===== src/rtl/ex_muldiv_unit.sv =====
// Iterative RV32M multiply/divide unit in the EX stage (radix-2, shift-add / restoring divide).
// Latency: fixed XLEN+2 cycles from accepted start to the done_o pulse, independent of op and data.
// Backpressure: busy_o stalls the pipeline in CALC/FIX; start_i is ignored unless the unit is IDLE.
module ex_muldiv_unit #(
    parameter int XLEN  = 32,
    parameter int TAG_W = 5
) (
    input  logic             clk_i,
    input  logic             rst_i,
    input  logic             start_i,
    input  logic [2:0]       funct3_i,
    input  logic [XLEN-1:0]  data1_i,
    input  logic [XLEN-1:0]  data2_i,
    input  logic [TAG_W-1:0] tag_i,
    input  logic             flush_i,
    output logic             busy_o,
    output logic             done_o,
    output logic [XLEN-1:0]  result_o,
    output logic [TAG_W-1:0] tag_o
);

    localparam int CW = $clog2(XLEN);

    typedef enum logic [1:0] {
        S_IDLE,
        S_CALC,
        S_FIX,
        S_DONE
    } state_t;

    state_t state, state_nxt;

    logic [CW-1:0]     cnt;
    logic [2:0]        op;
    logic [XLEN-1:0]   opa;          // multiplicand magnitude
    logic [XLEN-1:0]   opb;          // multiplier / divisor magnitude
    logic [XLEN-1:0]   dividend_raw; // original rs1, returned by REM on divide-by-zero
    logic [TAG_W-1:0]  tag_q;
    logic              neg_res;      // operand signs differ: negate product / quotient
    logic              neg_rem;      // dividend negative: negate remainder
    logic              div_zero;

    // Shared working register: product for multiply, {remainder, quotient} for divide.
    logic [2*XLEN:0]   acc;

    logic              accept;
    logic              a_signed, b_signed, a_neg, b_neg;
    logic [XLEN-1:0]   a_mag, b_mag;
    logic [XLEN:0]     upper_sum;
    logic [XLEN:0]     rem_sh, rem_new;
    logic              q_bit;
    logic [2*XLEN:0]   mul_nxt, div_nxt;
    logic [2*XLEN-1:0] prod_s;
    logic [XLEN-1:0]   quo_s, rem_s, fix_res;

    assign accept = (state == S_IDLE) && start_i && !flush_i;

    // Operand decode: signedness per op, magnitudes and sign flags of the incoming operands.
    always_comb begin
        a_signed = 1'b0;
        b_signed = 1'b0;
        case (funct3_i)
            3'b001, 3'b100, 3'b110: begin
                a_signed = 1'b1;
                b_signed = 1'b1;
            end
            3'b010:  a_signed = 1'b1;
            default: ;
        endcase
        a_neg = a_signed && data1_i[XLEN-1];
        b_neg = b_signed && data2_i[XLEN-1];
        a_mag = a_neg ? -data1_i : data1_i;
        b_mag = b_neg ? -data2_i : data2_i;
    end

    // One radix-2 step for both algorithms; the op selects which one is kept.
    always_comb begin
        // Shift-add: add multiplicand to the upper half when the current multiplier bit is set.
        upper_sum = acc[2*XLEN:XLEN] + (acc[0] ? {1'b0, opa} : '0);
        mul_nxt   = {1'b0, upper_sum, acc[XLEN-1:1]};
        // Restoring divide: shift next dividend bit into the remainder, subtract if it fits.
        rem_sh    = acc[2*XLEN-1:XLEN-1];
        q_bit     = (rem_sh >= {1'b0, opb});
        rem_new   = q_bit ? (rem_sh - {1'b0, opb}) : rem_sh;
        div_nxt   = {rem_new, acc[XLEN-2:0], q_bit};
    end

    // Sign correction and result selection. Divide-by-zero is overridden here; signed
    // overflow falls out naturally (magnitude 2^(XLEN-1) negated is itself, remainder 0).
    always_comb begin
        prod_s  = neg_res ? -acc[2*XLEN-1:0] : acc[2*XLEN-1:0];
        quo_s   = neg_res ? -acc[XLEN-1:0] : acc[XLEN-1:0];
        rem_s   = neg_rem ? -acc[2*XLEN-1:XLEN] : acc[2*XLEN-1:XLEN];
        fix_res = '0;
        case (op)
            3'b000:                 fix_res = prod_s[XLEN-1:0];
            3'b001, 3'b010, 3'b011: fix_res = prod_s[2*XLEN-1:XLEN];
            3'b100, 3'b101:         fix_res = div_zero ? '1 : quo_s;
            default:                fix_res = div_zero ? dividend_raw : rem_s;
        endcase
    end

    // State register.
    always_ff @(posedge clk_i) begin
        if (rst_i) state <= S_IDLE;
        else       state <= state_nxt;
    end

    // Next-state and status outputs.
    always_comb begin
        state_nxt = state;
        busy_o    = 1'b0;
        done_o    = 1'b0;
        case (state)
            S_IDLE: if (start_i && !flush_i) state_nxt = S_CALC;
            S_CALC: begin
                busy_o = 1'b1;
                if (flush_i)         state_nxt = S_IDLE;
                else if (cnt == '0)  state_nxt = S_FIX;
            end
            S_FIX: begin
                busy_o    = 1'b1;
                state_nxt = flush_i ? S_IDLE : S_DONE;
            end
            S_DONE: begin
                done_o    = 1'b1;
                state_nxt = S_IDLE;
            end
            default: state_nxt = S_IDLE;
        endcase
    end

    // Operand capture on accept, then one iteration per CALC cycle.
    always_ff @(posedge clk_i) begin
        if (rst_i) begin
            cnt          <= '0;
            op           <= '0;
            opa          <= '0;
            opb          <= '0;
            dividend_raw <= '0;
            tag_q        <= '0;
            neg_res      <= 1'b0;
            neg_rem      <= 1'b0;
            div_zero     <= 1'b0;
            acc          <= '0;
        end else if (accept) begin
            cnt          <= CW'(XLEN-1);
            op           <= funct3_i;
            opa          <= a_mag;
            opb          <= b_mag;
            dividend_raw <= data1_i;
            tag_q        <= tag_i;
            neg_res      <= a_neg ^ b_neg;
            neg_rem      <= a_neg;
            div_zero     <= (data2_i == '0);
            acc          <= {{(XLEN+1){1'b0}}, (funct3_i[2] ? a_mag : b_mag)};
        end else if (state == S_CALC) begin
            cnt <= cnt - 1'b1;
            acc <= op[2] ? div_nxt : mul_nxt;
        end
    end

    // Result/tag registers: written in FIX unless squashed, held until the next completion.
    always_ff @(posedge clk_i) begin
        if (rst_i) begin
            result_o <= '0;
            tag_o    <= '0;
        end else if (state == S_FIX && !flush_i) begin
            result_o <= fix_res;
            tag_o    <= tag_q;
        end
    end

endmodule


===== config.mk =====
export PLATFORM = sky130hd
export DESIGN_NAME = ex_muldiv_unit
export DESIGN_NICKNAME = d
export VERILOG_FILES = /design/src/rtl/ex_muldiv_unit.sv
export SDC_FILE = /design/constraint.sdc
export NUM_CORES = 1
export LEC_CHECK = 0
export CORE_MARGIN = 5
export CORE_UTILIZATION = 61
export DETAILED_ROUTE_END_ITERATION = 8
export PLACE_DENSITY = 0.8
export SLEW_MARGIN = 10
export SYNTH_ARGS = -nofsm -noshare
export SYNTH_HDL_FRONTEND = slang
export SYNTH_SLANG_ARGS = --single-unit

===== constraint.sdc =====
create_clock -name clk_i -period 5.6 [get_ports clk_i]
set_clock_uncertainty 0.15 [all_clocks]
set_input_delay 1.12 -clock clk_i [delete_from_list [all_inputs] [get_ports clk_i]]
set_output_delay 1.12 -clock clk_i [all_outputs]
set_load 0.01 [all_outputs]

==> results of run 1 <==
sequential cells by signal, summed over array words and instances (netlist names), 2 cells and up:
signal        cells
tag_o             5
acc              65
tag_q             5
opb              32
dividend_raw     31
op                3
state             2
cnt               5
result_o         32
opa              32
metrics by stage:
stage | worst slack (ps) | hold WS [ps] | total power, mW | instance area [µm²] | utilization [%]
after global placement | 1010 | 291 | 4.23 | 18100 | 65.7
after floorplan | 1680 | 282 | 3.52 | 16900 | -
after CTS | 896 | 303 | 6.08 | 19000 | 69.1
final | 765 | 309 | 6.19 | 19000 | 69.1
after global routing | 449 | 323 | 6.44 | 19000 | 69.1
after detailed placement | 926 | 297 | 4.26 | 18100 | 65.7
worst reg2reg max path, delay by kind of cell (launching register included):
family	cells	cell delay [ps]
AO/OA/AOI/OAI	8	2200
AND/OR/NAND/NOR	3	860
adder cells (fa/ha/maj)	2	460
flip-flops	1	1070
power groups by stage:
stage	clock network [mW]	registers, mW	logic (mW)
finish	1.83	1.90	2.45
global route	1.91	1.91	2.63
CTS	1.84	1.88	2.36
detailed placement	0	1.92	2.34
global placement	0	1.91	2.32
floorplan	0	1.78	1.74
logic make-up (layout without fill, tap and decap cells):
kind of cell	after synthesis	in the layout
adders and majority gates	77	77
muxes	52	52
and+or+nand+nor	766	766
xor gates and xnor gates	198	198
buffers and inverters	262	279
DFF	215	215
AOI/OAI and AO/OA	768	768
worst max path at each step:
stage	start	depth (start not counted)	slack, ps	to
final	acc[0]$_SDFFE_PP0P_	13	770	acc[61]$_SDFFE_PP0P_
after floorplan	acc[0]$_SDFFE_PP0P_	15	1680	acc[61]$_SDFFE_PP0P_
after detailed placement	acc[0]$_SDFFE_PP0P_	13	930	acc[61]$_SDFFE_PP0P_
after global routing	acc[0]$_SDFFE_PP0P_	13	450	acc[61]$_SDFFE_PP0P_
after CTS	acc[0]$_SDFFE_PP0P_	13	900	acc[61]$_SDFFE_PP0P_
after global placement	acc[0]$_SDFFE_PP0P_	13	1010	acc[61]$_SDFFE_PP0P_
area by class of cell:
type / count / area, µm²
clock buffers: 33 / 706
repair buffers: 150 / 1420
inverters: 83 / 312
multi-input cells: 1861 / 11600
well taps: 378 / 473
clock inverters: 13 / 221
fillers: 2368 / 8510
flip-flops and latches: 215 / 4310
cells in the mapped netlist, types with 20 or more instances:
cell type	instances
or3_1	28
o31ai_1	35
a211oi_1	78
nand3_1	39
o211ai_1	42
a31oi_1	34
xnor2_1	105
nand2_1	299
ha_1	75
xor2_1	93
a21o_1	28
dfxtp_1	215
inv_1	82
nor2_1	211
a21oi_1	252
o21ai_0	171
nor4_1	20
clkbuf_1	158
and2_1	43
mux2i_1	48
nor3_1	39
per-layer routing:
| layer | share of wire, % | global-route usage [%] | up-vias |
|---|---|---|---|
| li1 | - | - | 8356 |
| met1 | 40 | 55.1 | 8574 |
| met2 | 42 | 61.6 | 1247 |
| met3 | 12 | 8.97 | 262 |
| met4 | 6.2 | 19.3 | 2 |
| met5 | 0.015 | 0 | - |
==> flow_summary.json, run 1 <==
{
  "status": "complete, but fails checks",
  "violations": "DRC",
  "layout_common_cells": "299 x nand2_1, 252 x a21oi_1, 213 x dfxtp_1, 209 x nor2_1, 171 x o21ai_0",
  "num_vias": 18400,
  "layout_commonest_cell": "nand2_1",
  "drc": 1,
  "leakagePower_nw": 7.23,
  "switchingPower_mw": 2.52,
  "crit_chain": "and2_1 > ha_1 > fa_1 > a211oi_1 > o21a_1 > a221oi_1 > o21ai_0 > o21ba_2 > o31ai_1 > a2111oi_0 > or4_1 > a21oi_1 > nor2_1",
  "die_y_um": 176,
  "maxCapViolCount": 0,
  "finalCritPeriodShare_pct": 86.3,
  "required_ps": 5900,
  "drt-wirelength-per-cell_um": 24.0,
  "synth-compound-area-share_pct": 28.6,
  "synth_edf_count": 0,
  "clock-root-buffer": "clkbuf_16",
  "synthesis.area_mm2": 0.0169,
  "first_iter_violations": 2747,
  "antenna_found_initial": 1,
  "slew_viol_final": 0,
  "htree_num_levels": 1,
  "ys.warnings.count": 0,
  "gp_congestion": 1.08,
  "layout.nets": 2489,
  "setup_viol": 0,
  "grt_max_degree": 154,
  "cts_resized": 0,
  "synthAdderAreaFrac_pct": 5.79,
  "port-buffer-count": 114,
  "viasPerCell": 6.75,
  "final_antenna_net_count": 0,
  "powerDensity_mw_per_mm2": 325,
  "synth_top_family_by_area": "compound AO/OA/AOI/OAI gates",
  "postCtsSetupRepairBufs": 0,
  "io_pins": 115,
  "relSlewSlack_pct": 23.7,
  "rows": 61,
  "worstMarginPinSlew_ps": 1140,
  "grt_usage_pct": 40.6,
  "p_int_mw": 3.67,
  "synthCells": 2338,
  "swShare_pct": 40.6,
  "tns_ps": 0,
  "grt_pass1_vias": 16900,
  "clockPowerShare_pct": 29.7,
  "min_path_type": "flip-flop to flip-flop",
  "synth_nets": 2491,
  "numCtsBuffers": 25,
  "critPathTopFamily": "compound AO/OA/AOI/OAI gates",
  "ir_drop_mv": 0.338,
  "clk_latency_ps": 550,
  "hold_violations": 0,
  "ys.flop_type": "dfxtp_1",
  "path_max_fanout": 38,
  "p_comb_share_pct": 39.6,
  "dpl.hpwl_mm": 49.6,
  "cts_hold_buf": 0,
  "grt_pass1_wl_mm": 99.2,
  "clk_pin_slew_ps": 70,
  "clockBufferDepth": 3,
  "initial_core_util_pct": 61.3,
  "postSynth.asyncResetShare_pct": 0,
  "criticalPathCategory": "flip-flop to flip-flop",
  "yosys-mux-area-fraction_pct": 3.11,
  "worst-endpoint-arrival_ps": 5130,
  "synth_xor_area_share_pct": 10.3,
  "fmax_mhz": 207,
  "hp-start": "dividend_raw[19]$_SDFFE_PP0P_",
  "firstDrtPassIters": 9,
  "drive_gt1_share_pct": 5.44,
  "timing.rr.start": "acc[0]$_SDFFE_PP0P_",
  "worst_setup_path_start_kind": "flip-flop",
  "cts_tree": "done",
  "grt_setup_unrepaired": "false",
  "p_seq_share_pct": 30.7,
  "slowest_stage": "dfxtp_1",
  "overflow": 0,
  "core_mm2": 0.0276,
  "area_growth_pct": 12.7,
  "dp.cells": 2687,
  "finalWirelength_mm": 65.6,
  "die_w_um": 176,
  "r2r_slack_ps": 770,
  "dieArea_mm2": 0.0311,
  "hold_depth": 2,
  "critPathBufInv": 0,
  "syn_area_per_cell_um2": 7.23,
  "synth_cell_types": 82,
  "diodes": 0,
  "stdcell_count": 2733,
  "reg2reg_depth": 13,
  "crit-reg2reg-capture": "acc[61]$_SDFFE_PP0P_",
  "synth_largest_area_cell": "dfxtp_1",
  "finalCriticalPeriod_ps": 4830,
  "yosys.area.top_type_share_pct": 25.5,
  "slowest_delay_ps": 1070,
  "end_kind": "flip-flop",
  "synth_area_leaders": "dfxtp_1 25%, a21oi_1 7.5%, nand2_1 6.6%, ha_1 5.6%, xnor2_1 5.4%",
  "hold_end": "dividend_raw[19]$_SDFFE_PP0P_",
  "synth-seq-cells": 215,
  "ys_seq_area_share_pct": 25.5,
  "cts.sinks": 215,
  "synthSimpleGateAreaFrac_pct": 20.7
}
Power figures use the tool's default switching activity.
==> run 2: changes to the inputs <==
--- a/config.mk
+++ b/config.mk
@@ -9,7 +9,6 @@
 export CORE_UTILIZATION = 61
 export DETAILED_ROUTE_END_ITERATION = 8
 export PLACE_DENSITY = 0.8
-export SLEW_MARGIN = 10
 export SYNTH_ARGS = -nofsm -noshare
 export SYNTH_HDL_FRONTEND = slang
 export SYNTH_SLANG_ARGS = --single-unit
==> results of run 2 <==
The final DEF is identical to that of run 1; final timing and power are the same.
